File: src/rtl/muller_c_pkg.sv
// Shared types and widths for the Muller C-element stimulus/check driver.
package muller_c_pkg;

    localparam int LAT_W  = 8;
    localparam int SKEW_W = 4;

    typedef enum logic [2:0] {
        IDLE,
        RISE_A,
        WAIT_HI,
        FALL_A,
        WAIT_LO,
        DONE,
        ERR
    } drv_state_t;

endpackage

File: src/rtl/muller_c_sync2.sv
// Two-flop synchronizer with synchronous active-high reset, for bringing
// asynchronous handshake signals into a clock domain.
module muller_c_sync2 (
    input  logic i_clk,
    input  logic i_rst,
    input  logic i_d,
    output logic o_q
);

    logic r_meta;
    logic r_sync;

    // NOTE: sequential state uses non-blocking assignments so r_sync takes
    // the old r_meta, giving two genuine flop stages.
    always_ff @(posedge i_clk) begin
        if (i_rst) begin
            r_meta <= 1'b0;
            r_sync <= 1'b0;
        end else begin
            r_meta <= i_d;
            r_sync <= r_meta;
        end
    end

    assign o_q = r_sync;

endmodule

File: src/rtl/muller_c_driver.sv
// Four-phase handshake driver for a Muller C-element: programmable skew
// between a and b, hold-violation and timeout detection, latency capture.
module muller_c_driver
    import muller_c_pkg::*;
#(
    parameter int CNT_W   = 16,
    parameter int TIMEOUT = 255
) (
    input  logic                wb_clk_i,
    input  logic                wb_rst_i,
    input  logic                start_i,
    input  logic [CNT_W-1:0]    n_hs_i,
    input  logic [SKEW_W-1:0]   skew_i,
    input  logic                c_i,
    output logic                a_o,
    output logic                b_o,
    output logic                busy_o,
    output logic                done_o,
    output logic                err_o,
    output logic [CNT_W-1:0]    hs_cnt_o,
    output logic [LAT_W-1:0]    last_lat_o
);

    localparam logic [LAT_W-1:0] LAT_LIMIT = LAT_W'(TIMEOUT - 1);

    drv_state_t          r_state;
    logic                r_a;
    logic                r_b;
    logic                r_busy;
    logic                r_done;
    logic                r_err;
    logic [CNT_W-1:0]    r_hs_cnt;
    logic [CNT_W-1:0]    r_n_hs;
    logic [SKEW_W-1:0]   r_skew;
    logic [SKEW_W-1:0]   r_skew_cnt;
    logic [LAT_W-1:0]    r_lat;
    logic [LAT_W-1:0]    r_last_lat;

    logic                w_c_s;
    logic [CNT_W-1:0]    w_hs_next;

    muller_c_sync2 u_sync (
        .i_clk (wb_clk_i),
        .i_rst (wb_rst_i),
        .i_d   (c_i),
        .o_q   (w_c_s)
    );

    assign w_hs_next = r_hs_cnt + CNT_W'(1);

    // Outputs are registered and updated on the transition into each state,
    // so busy/done/err line up with the state they describe.
    always_ff @(posedge wb_clk_i) begin
        if (wb_rst_i) begin
            r_state    <= IDLE;
            r_a        <= 1'b0;
            r_b        <= 1'b0;
            r_busy     <= 1'b0;
            r_done     <= 1'b0;
            r_err      <= 1'b0;
            r_hs_cnt   <= '0;
            r_n_hs     <= '0;
            r_skew     <= '0;
            r_skew_cnt <= '0;
            r_lat      <= '0;
            r_last_lat <= '0;
        end else begin
            case (r_state)
                IDLE: begin
                    if (start_i) begin
                        r_n_hs   <= n_hs_i;
                        r_skew   <= skew_i;
                        r_hs_cnt <= '0;
                        if (n_hs_i == '0) begin
                            r_done  <= 1'b1;
                            r_state <= DONE;
                        end else begin
                            r_a        <= 1'b1;
                            r_busy     <= 1'b1;
                            r_skew_cnt <= skew_i;
                            r_state    <= RISE_A;
                        end
                    end
                end
                RISE_A: begin
                    if (w_c_s) begin
                        r_a     <= 1'b0;
                        r_b     <= 1'b0;
                        r_busy  <= 1'b0;
                        r_err   <= 1'b1;
                        r_state <= ERR;
                    end else if (r_skew_cnt == '0) begin
                        r_b     <= 1'b1;
                        r_lat   <= '0;
                        r_state <= WAIT_HI;
                    end else begin
                        r_skew_cnt <= r_skew_cnt - SKEW_W'(1);
                    end
                end
                WAIT_HI: begin
                    if (w_c_s) begin
                        r_last_lat <= r_lat;
                        r_a        <= 1'b0;
                        r_skew_cnt <= r_skew;
                        r_state    <= FALL_A;
                    end else if (r_lat == LAT_LIMIT) begin
                        r_a     <= 1'b0;
                        r_b     <= 1'b0;
                        r_busy  <= 1'b0;
                        r_err   <= 1'b1;
                        r_state <= ERR;
                    end else begin
                        r_lat <= r_lat + LAT_W'(1);
                    end
                end
                FALL_A: begin
                    if (!w_c_s) begin
                        r_a     <= 1'b0;
                        r_b     <= 1'b0;
                        r_busy  <= 1'b0;
                        r_err   <= 1'b1;
                        r_state <= ERR;
                    end else if (r_skew_cnt == '0) begin
                        r_b     <= 1'b0;
                        r_lat   <= '0;
                        r_state <= WAIT_LO;
                    end else begin
                        r_skew_cnt <= r_skew_cnt - SKEW_W'(1);
                    end
                end
                WAIT_LO: begin
                    if (!w_c_s) begin
                        r_hs_cnt <= w_hs_next;
                        if (w_hs_next == r_n_hs) begin
                            r_busy  <= 1'b0;
                            r_done  <= 1'b1;
                            r_state <= DONE;
                        end else begin
                            r_a        <= 1'b1;
                            r_skew_cnt <= r_skew;
                            r_state    <= RISE_A;
                        end
                    end else if (r_lat == LAT_LIMIT) begin
                        r_a     <= 1'b0;
                        r_b     <= 1'b0;
                        r_busy  <= 1'b0;
                        r_err   <= 1'b1;
                        r_state <= ERR;
                    end else begin
                        r_lat <= r_lat + LAT_W'(1);
                    end
                end
                DONE: begin
                    r_done  <= 1'b0;
                    r_state <= IDLE;
                end
                ERR: begin
                    r_state <= ERR;
                end
                default: begin
                    r_state <= IDLE;
                end
            endcase
        end
    end

    assign a_o        = r_a;
    assign b_o        = r_b;
    assign busy_o     = r_busy;
    assign done_o     = r_done;
    assign err_o      = r_err;
    assign hs_cnt_o   = r_hs_cnt;
    assign last_lat_o = r_last_lat;

endmodule

File: config.mk
export PLATFORM = sky130hd
export DESIGN_NAME = muller_c_driver
export DESIGN_NICKNAME = d
export VERILOG_FILES = /design/src/rtl/muller_c_pkg.sv /design/src/rtl/muller_c_sync2.sv /design/src/rtl/muller_c_driver.sv
export SDC_FILE = /design/constraint.sdc
export NUM_CORES = 1
export LEC_CHECK = 0
export CORE_MARGIN = 2
export CORE_UTILIZATION = 50
export DETAILED_ROUTE_END_ITERATION = 8
export PLACE_DENSITY_LB_ADDON = 0.3
export SYNTH_ARGS = -nofsm -noshare
export SYNTH_HDL_FRONTEND = slang
export SYNTH_HIERARCHICAL = 1
export SYNTH_SLANG_ARGS = --single-unit
export TNS_END_PERCENT = 100
File: constraint.sdc
create_clock -name wb_clk_i -period 6.44 [get_ports wb_clk_i]
set_clock_uncertainty 0.2 [all_clocks]
set_input_delay 1.61 -clock wb_clk_i [delete_from_list [all_inputs] [get_ports wb_clk_i]]
set_output_delay 1.61 -clock wb_clk_i [all_outputs]
set_load 0.005 [all_outputs]
==> impl_metrics.prom, run 1 <==
# TYPE chip_impl_metric gauge
chip_impl_metric{name="timing.critical_path.buf_inv",unit=""} 1
chip_impl_metric{name="grt_remaining_overflow",unit=""} 0
chip_impl_metric{name="power_density",unit="nW/µm²"} 263
chip_impl_info{name="setup.worst_path.end",value="hs_cnt_o[11]"} 1
chip_impl_info{name="synth_flop_cell",value="sky130_fd_sc_hd__dfxtp_1"} 1
chip_impl_metric{name="synthDistinctLibCells",unit=""} 56
chip_impl_metric{name="ioPinCount",unit=""} 53
chip_impl_metric{name="netlist_instances",unit=""} 495
chip_impl_metric{name="wire_length_of_the_first_global_routing_pass",unit="mm"} 16.0
chip_impl_metric{name="clk-insertion-delay-late",unit="ns"} 0.35
chip_impl_metric{name="finalCriticalPeriod",unit="ns"} 3.79
chip_impl_metric{name="clkSlewWorstSetupHoldPaths",unit="ns"} 0.08
chip_impl_metric{name="drt-initial-drc-count",unit=""} 292
chip_impl_metric{name="timing.critical_path.arrival",unit="ns"} 3.81
chip_impl_metric{name="mappedNetlistArea",unit="µm²"} 3770
chip_impl_info{name="rsz0062_at_grt",value="no"} 1
chip_impl_metric{name="cap_violations",unit=""} 0
chip_impl_info{name="reg2reg_to",value="r_skew_cnt[0]"} 1
chip_impl_metric{name="syn-mean-instance-area",unit="µm²"} 7.63
chip_impl_metric{name="routed_wire_length_per_instance",unit="µm"} 15.3
chip_impl_info{name="r2r-start",value="hs_cnt_o[0]"} 1
chip_impl_metric{name="timing.max_slew.rel_slack",unit="%"} 36.7
chip_impl_info{name="critical_path.slowest_cell",value="sky130_fd_sc_hd__nand3_1"} 1
chip_impl_metric{name="worstPathRequired",unit="ns"} 6.46
chip_impl_info{name="cp-start-kind",value="input pin"} 1
chip_impl_metric{name="cts-buffers-inserted",unit=""} 9
chip_impl_metric{name="final_total_power",unit="mW"} 1.20
chip_impl_metric{name="period_utilization",unit="%"} 58.8
chip_impl_metric{name="synth_async_sr_flop_share",unit="%"} 0
chip_impl_metric{name="cts.path.max_buffers",unit=""} 2
chip_impl_metric{name="vdd.ir_drop.worst",unit="mV"} 0.198
chip_impl_info{name="yosys.area.top_type",value="sky130_fd_sc_hd__dfxtp_1"} 1
chip_impl_metric{name="yosysWarnings",unit=""} 6
chip_impl_info{name="clock_tree.root_cell",value="sky130_fd_sc_hd__clkbuf_8"} 1
chip_impl_info{name="cts_tree",value="yes"} 1
chip_impl_metric{name="detailed_place_hpwl",unit="mm"} 6.59
chip_impl_metric{name="areaGrowthSynthToFinish",unit="%"} 21.0
chip_impl_metric{name="post-cts-setup-buffers",unit=""} 0
chip_impl_metric{name="grt_usage",unit="%"} 23.6
chip_impl_metric{name="area_share_of_the_leading_cell_type_in_the_synthesized_netlist",unit="%"} 35.0
chip_impl_metric{name="initial_core_utilization",unit="%"} 51.8
chip_impl_metric{name="cts.hold.buffers_added",unit=""} 0
chip_impl_metric{name="cts_max_level",unit=""} 3
chip_impl_metric{name="cpPeakStageDelay",unit="ns"} 0.65
chip_impl_metric{name="total_die_area",unit="µm²"} 8260
chip_impl_metric{name="first_global_vias",unit=""} 3374
chip_impl_metric{name="power.static_leakage",unit="nW"} 1.57
chip_impl_metric{name="gp_congestion",unit=""} 0.857
chip_impl_metric{name="first_pass_iters",unit=""} 5
chip_impl_metric{name="ys_ff_latch",unit=""} 66
chip_impl_metric{name="remaining_drc_errors",unit=""} 0
chip_impl_metric{name="detail_route.wirelength",unit="mm"} 9.65
chip_impl_info{name="crit_path_cell_trace",value="clkdlybuf4s50_1 > nand3_1 > nand2_1 > o21ai_0 > a22oi_1 > nor2_1"} 1
chip_impl_metric{name="portBuffers",unit=""} 52
chip_impl_metric{name="reg2reg_depth",unit=""} 8
chip_impl_metric{name="timing.fmax",unit="GHz"} 0.264
chip_impl_metric{name="nets",unit=""} 557
chip_impl_metric{name="share_of_layout_cells_above_drive_strength_1",unit="%"} 6.38
chip_impl_info{name="hold_path.class",value="flip-flop to flip-flop"} 1
chip_impl_metric{name="tightest_slew",unit="ns"} 0.948
chip_impl_info{name="criticalPathCategory",value="input pin to flip-flop"} 1
chip_impl_info{name="cpLargestDelayFamily",value="simple AND/OR/NAND/NOR gates"} 1
chip_impl_info{name="status",value="finished, final reports clean"} 1
chip_impl_metric{name="timing.final.hold_violations",unit=""} 0
chip_impl_metric{name="numClockSinks",unit=""} 66
chip_impl_metric{name="critical_path_cell_count",unit=""} 6
chip_impl_info{name="end_kind",value="flip-flop"} 1
chip_impl_metric{name="synth_nets",unit=""} 524
chip_impl_info{name="yosysMostFrequentCell",value="sky130_fd_sc_hd__nand2_1"} 1
chip_impl_metric{name="via_density",unit=""} 5.91
chip_impl_metric{name="synth-edff-count",unit=""} 0
chip_impl_metric{name="maxSlewViolCount",unit=""} 0
chip_impl_metric{name="setup_violations",unit=""} 0
chip_impl_metric{name="antennaDiodeCount",unit=""} 0
chip_impl_info{name="netlist_top_cells_count",value="72 x sky130_fd_sc_hd__nand2_1, 66 x sky130_fd_sc_hd__dfxtp_1, 62 x sky130_fd_sc_hd__nor2_1"} 1
chip_impl_metric{name="rows",unit=""} 31
chip_impl_info{name="cp-startpoint",value="start_i"} 1
chip_impl_metric{name="antenna_found_initial",unit=""} 0
chip_impl_metric{name="area_of_the_core_region",unit="µm²"} 7290
chip_impl_metric{name="ys_seq_area_share",unit="%"} 35.0
chip_impl_info{name="netlist_top_cells_area",value="sky130_fd_sc_hd__dfxtp_1 35%, sky130_fd_sc_hd__nand2_1 7.2%, sky130_fd_sc_hd__a21oi_1 6.8%, sky130_fd_sc_hd__nor2_1 6.2%, sky130_fd_sc_hd__xnor2_1 5.6%"} 1
chip_impl_metric{name="critical_path.max_fanout",unit=""} 22
chip_impl_metric{name="setup_tns",unit="ns"} 0
chip_impl_metric{name="die_w",unit="µm"} 90.9
chip_impl_metric{name="drt.antenna.violating_nets",unit=""} 0
chip_impl_metric{name="grt_max_degree",unit=""} 53
chip_impl_metric{name="routed-via-count",unit=""} 3734
chip_impl_metric{name="regToRegSetupSlack",unit="ns"} 2.99
chip_impl_metric{name="postCtsResizedCells",unit=""} 0
chip_impl_metric{name="die_y",unit="µm"} 90.9
power breakdown:
group,total (mW),internal (mW),switching (mW)
clock network,0.465,0.296,0.169
logic,0.251,0.111,0.141
registers,0.483,0.439,0.0437
through the flow:
| stage | cells | util (%) | hold WS [ns] | cell area (µm²) | setup WS (ns) |
|---|---|---|---|---|---|
| 2_1_floorplan | 495 | - | 0.214 | 3770 | 3.44 |
| 3_3_place_gp | 616 | 59.0 | 0.231 | 4300 | 2.39 |
| 3_5_place_dp | 616 | 59.0 | 0.226 | 4300 | 2.31 |
| 4_1_cts | 632 | 62.6 | 0.243 | 4570 | 2.71 |
| 5_1_grt | 632 | 62.6 | 0.259 | 4570 | 2.48 |
| 6_report | 632 | 62.6 | 0.241 | 4570 | 2.65 |
placed cells by master (no fill, tap or decap), drive strengths merged, types with 2 or more instances in the layout:
| cell type | n |
|---|---|
| bufinv | 4 |
| clkdlybuf4s50 | 51 |
| clkbuf | 9 |
| and3 | 3 |
| o21ai | 32 |
| xor2 | 10 |
| and4 | 2 |
| a311oi | 4 |
| nor2 | 62 |
| a31o | 2 |
| or3 | 3 |
| o211ai | 2 |
| o22ai | 3 |
| clkinv | 2 |
| a2111oi | 3 |
| o21a | 2 |
| nand4 | 14 |
| nand2 | 72 |
| nand3 | 11 |
| nor2b | 4 |
| buf | 4 |
| a21oi | 51 |
| a31oi | 3 |
| nor4 | 14 |
| inv | 12 |
| mux2i | 18 |
| nor3 | 10 |
| xnor2 | 24 |
| or4b | 2 |
| nand2b | 3 |
| o31a | 2 |
| ha | 5 |
| a21boi | 2 |
| dfxtp | 66 |
| o22a | 2 |
| a211oi | 4 |
| and2 | 3 |
area by class of cell:
class / instances / area [µm²]
Timing Repair Buffer: 55 / 538
Sequential cell: 66 / 1320
Fill cell: 659 / 2720
Clock buffer: 9 / 124
Multi-Input combinational cell: 384 / 2270
Tap cell: 99 / 124
Clock inverter: 7 / 141
Inverter: 12 / 45.0
kinds of logic after synthesis:
| family | synth area share [%] |
|---|---|
| xor+xnor | 7.89 |
| buf+inv | 4.74 |
| mux | 4.77 |
| fa+ha+maj | 1.66 |
| simple gates | 25.9 |
| compound gates | 20.0 |
| flops | 35.0 |
how the worst min path moves through the flow:
| stage | from | cells past startpoint | slack (ns) | end |
|---|---|---|---|---|
| 2_1_floorplan | u_sync/r_meta | 1 | 0.21 | u_sync/o_q |
| 3_3_place_gp | u_sync/r_meta | 1 | 0.23 | u_sync/o_q |
| 3_5_place_dp | u_sync/r_meta | 1 | 0.23 | u_sync/o_q |
| 4_1_cts | u_sync/r_meta | 1 | 0.24 | u_sync/o_q |
| 5_1_grt | u_sync/r_meta | 1 | 0.26 | u_sync/o_q |
| 6_report | u_sync/r_meta | 1 | 0.24 | u_sync/o_q |
per-layer routing:
| layer | vias up | share of wire [%] | GRT usage, % | wire length (µm) |
|---|---|---|---|---|
| met3 | 17 | 6.4 | 6.18 | 620 |
| li1 | 1823 | - | - | - |
| met5 | - | 0 | 0 | 0 |
| met4 | 0 | 1.9 | 8.96 | 179 |
| met1 | 1768 | 44 | 30.2 | 4220 |
| met2 | 126 | 48 | 38.3 | 4630 |
flip-flops by register name (all words and copies together) (netlist names):
| name | cells |
|---|---|
| u_sync/o_q | 1 |
| last_lat_o | 8 |
| err_o | 1 |
| u_sync/r_meta | 1 |
| b_o | 1 |
| busy_o | 1 |
| r_n_hs | 16 |
| r_lat | 8 |
| r_skew | 4 |
| a_o | 1 |
| done_o | 1 |
| r_state | 3 |
| r_skew_cnt | 4 |
| hs_cnt_o | 16 |
No activity file was read; power rests on OpenSTA's default activity.
==> inputs of run 2 (changes only) <==
- clock period: 6.44 -> 3.3 ns (I/O delays scaled with it)
==> run 2 against run 1 <==
Sequential share of layout area shrank 0.37 points; die area is the same; wire length grew 2.4%; via count is essentially flat; hold slack gained 0.0075 ns; critical path type is now flip-flop to flip-flop; largest cell class unchanged; largest power group unchanged.
==> impl_metrics.prom, run 2 (synthesis gave the netlist of run 1 again) <==
# TYPE chip_impl_metric gauge
chip_impl_metric{name="setup_tns",unit="ns"} 0
chip_impl_metric{name="first_pass_iters",unit=""} 4
chip_impl_metric{name="power.internal",unit="mW"} 1.54
chip_impl_metric{name="drt.antenna.violating_nets",unit=""} 0
chip_impl_info{name="status",value="finished, final reports clean"} 1
chip_impl_info{name="holdPathEnd",value="u_sync/o_q"} 1
chip_impl_metric{name="finalCriticalPeriod",unit="ns"} 2.93
chip_impl_info{name="cp-start-kind",value="flip-flop"} 1
chip_impl_metric{name="clkSlewWorstSetupHoldPaths",unit="ns"} 0.08
chip_impl_metric{name="gp_congestion",unit=""} 0.925
chip_impl_metric{name="areaGrowthSynthToFinish",unit="%"} 22.6
chip_impl_metric{name="regToRegSetupSlack",unit="ns"} 0.37
chip_impl_metric{name="die_w",unit="µm"} 90.9
chip_impl_metric{name="antenna_found_initial",unit=""} 0
chip_impl_metric{name="total_die_area",unit="µm²"} 8260
chip_impl_metric{name="rows",unit=""} 31
chip_impl_metric{name="ioPinCount",unit=""} 53
chip_impl_metric{name="cap_violations",unit=""} 0
chip_impl_metric{name="timing.final.hold_violations",unit=""} 0
chip_impl_info{name="mostFrequentLayoutCell",value="sky130_fd_sc_hd__nand2_1"} 1
chip_impl_metric{name="share_of_layout_cells_above_drive_strength_1",unit="%"} 8.59
chip_impl_metric{name="timing.max_slew.rel_slack",unit="%"} 43.5
chip_impl_metric{name="share_clk_of_total_power",unit="%"} 34.5
chip_impl_metric{name="die_y",unit="µm"} 90.9
chip_impl_info{name="clock_tree.root_cell",value="sky130_fd_sc_hd__clkbuf_8"} 1
chip_impl_metric{name="antennaDiodeCount",unit=""} 0
chip_impl_metric{name="netSwitchingPower",unit="mW"} 0.688
chip_impl_metric{name="power.static_leakage",unit="nW"} 1.62
chip_impl_metric{name="routed-via-count",unit=""} 3732
chip_impl_metric{name="power_frac_comb",unit="%"} 24.3
chip_impl_metric{name="cts_max_level",unit=""} 3
chip_impl_metric{name="hold_path_depth",unit=""} 1
chip_impl_metric{name="wire_length_of_the_first_global_routing_pass",unit="mm"} 16.3
chip_impl_info{name="hold_path.class",value="flip-flop to flip-flop"} 1
chip_impl_info{name="r2r-start",value="hs_cnt_o[5]"} 1
chip_impl_metric{name="timing.critical_path.arrival",unit="ns"} 3.01
chip_impl_metric{name="routed_wire_length_per_instance",unit="µm"} 15.3
chip_impl_metric{name="critical_path.max_fanout",unit=""} 10
chip_impl_metric{name="numClockSinks",unit=""} 66
chip_impl_metric{name="grt_usage",unit="%"} 24.3
chip_impl_metric{name="post-cts-setup-buffers",unit=""} 0
chip_impl_metric{name="reg2reg_depth",unit=""} 7
chip_impl_metric{name="power_density",unit="nW/µm²"} 481
chip_impl_metric{name="power.sequential.fraction",unit="%"} 41.2
chip_impl_metric{name="postCtsResizedCells",unit=""} 0
chip_impl_info{name="criticalPathCategory",value="flip-flop to flip-flop"} 1
chip_impl_metric{name="tightest_slew",unit="ns"} 0.842
chip_impl_metric{name="clk-insertion-delay-late",unit="ns"} 0.35
chip_impl_metric{name="period_utilization",unit="%"} 88.8
chip_impl_info{name="cts_tree",value="yes"} 1
chip_impl_metric{name="nets",unit=""} 571
chip_impl_metric{name="area_of_the_core_region",unit="µm²"} 7290
chip_impl_metric{name="vdd.ir_drop.worst",unit="mV"} 0.261
chip_impl_info{name="timing.hold.worst.start",value="u_sync/r_meta"} 1
chip_impl_metric{name="cts.path.max_buffers",unit=""} 2
chip_impl_metric{name="setup_violations",unit=""} 0
chip_impl_metric{name="initial_core_utilization",unit="%"} 51.8
chip_impl_info{name="reg2reg_to",value="r_skew_cnt[1]"} 1
chip_impl_metric{name="detailed_place_hpwl",unit="mm"} 6.89
chip_impl_info{name="rsz0062_at_grt",value="no"} 1
chip_impl_metric{name="timing.fmax",unit="GHz"} 0.341
chip_impl_metric{name="maxSlewViolCount",unit=""} 0
chip_impl_metric{name="portBuffers",unit=""} 52
chip_impl_metric{name="first_global_vias",unit=""} 3505
chip_impl_metric{name="cts-buffers-inserted",unit=""} 9
chip_impl_metric{name="worstPathRequired",unit="ns"} 3.38
chip_impl_metric{name="grt_max_degree",unit=""} 52
chip_impl_metric{name="cts.hold.buffers_added",unit=""} 0
chip_impl_metric{name="swShare",unit="%"} 30.9
chip_impl_info{name="mostFrequentLayoutCells",value="72 x sky130_fd_sc_hd__nand2_1, 66 x sky130_fd_sc_hd__dfxtp_1, 62 x sky130_fd_sc_hd__nor2_1"} 1
chip_impl_metric{name="detail_route.wirelength",unit="mm"} 9.88
chip_impl_metric{name="remaining_drc_errors",unit=""} 0
chip_impl_metric{name="final_total_power",unit="mW"} 2.22
chip_impl_metric{name="grt_remaining_overflow",unit=""} 0
chip_impl_metric{name="via_density",unit=""} 5.78
chip_impl_info{name="end_kind",value="flip-flop"} 1
chip_impl_metric{name="drt-initial-drc-count",unit=""} 211
run 2: changes by cell type in the layout (fill, tap and decap cells not counted), sizes merged:
cell,change
buf,+14
bufinv,-2
clkbuf,+2
run 2: worst max-delay path, stage by stage (launching register included):
cell and delay (ns):
sky130_fd_sc_hd__dfxtp_1 0.58, sky130_fd_sc_hd__nand4_4 0.21, sky130_fd_sc_hd__or3_4 0.46, sky130_fd_sc_hd__xnor2_1 0.14
sky130_fd_sc_hd__a2111oi_1 0.44, sky130_fd_sc_hd__o2111a_2 0.36, sky130_fd_sc_hd__a221o_2 0.26, sky130_fd_sc_hd__mux2i_1 0.20
run 2: power by group through the flow:
| stage | logic, mW | registers, mW | clock network [mW] |
|---|---|---|---|
| floorplan | 0.373 | 0.918 | 0 |
| global placement | 0.522 | 0.930 | 0 |
| detailed placement | 0.532 | 0.931 | 0 |
| CTS | 0.536 | 0.914 | 0.771 |
| global route | 0.603 | 0.923 | 0.804 |
| finish | 0.540 | 0.916 | 0.768 |
run 2: through the flow:
step	cell area [µm²]	hold slack (ns)	std cells	utilization, %	worst slack [ns]
floorplan	3770	0.214	495	-	0.436
global placement	4410	0.233	630	60.4	0.417
detailed placement	4410	0.232	630	60.4	0.357
CTS	4630	0.249	646	63.5	0.401
global route	4630	0.264	646	63.5	0.180
finish	4630	0.248	646	63.5	0.369
run 2: worst max path at each step:
| stage | cells past startpoint | to | start | slack (ns) |
|---|---|---|---|---|
| floorplan | 8 | r_skew_cnt[0] | hs_cnt_o[0] | 0.44 |
| global placement | 8 | busy_o | n_hs_i[6] | 0.42 |
| detailed placement | 8 | busy_o | n_hs_i[6] | 0.36 |
| CTS | 7 | r_skew_cnt[1] | hs_cnt_o[5] | 0.40 |
| global route | 8 | r_skew_cnt[0] | hs_cnt_o[2] | 0.18 |
| finish | 7 | r_skew_cnt[1] | hs_cnt_o[5] | 0.37 |
run 2: area by class of cell:
class	count	area, µm²
Clock inverter	5	77.6
Sequential cell	66	1320
Inverter	12	45.0
Fill cell	649	2670
Timing Repair Buffer	69	643
Tap cell	99	124
Clock buffer	11	141
Multi-Input combinational cell	384	2270
run 2: metal layers:
metal,part of all wire (%),vias to the layer above,GRT usage (%)
li1,-,1838,-
met1,44,1740,30.1
met2,48,127,39.5
met3,5.4,27,4.42
met4,3.0,0,13.9
met5,0,-,0
==> inputs of run 3 (changes only) <==
- SLEW_MARGIN: not set -> 20
==> results of run 3 <==
No change in the layout: final DEF, timing and power equal those of run 2.
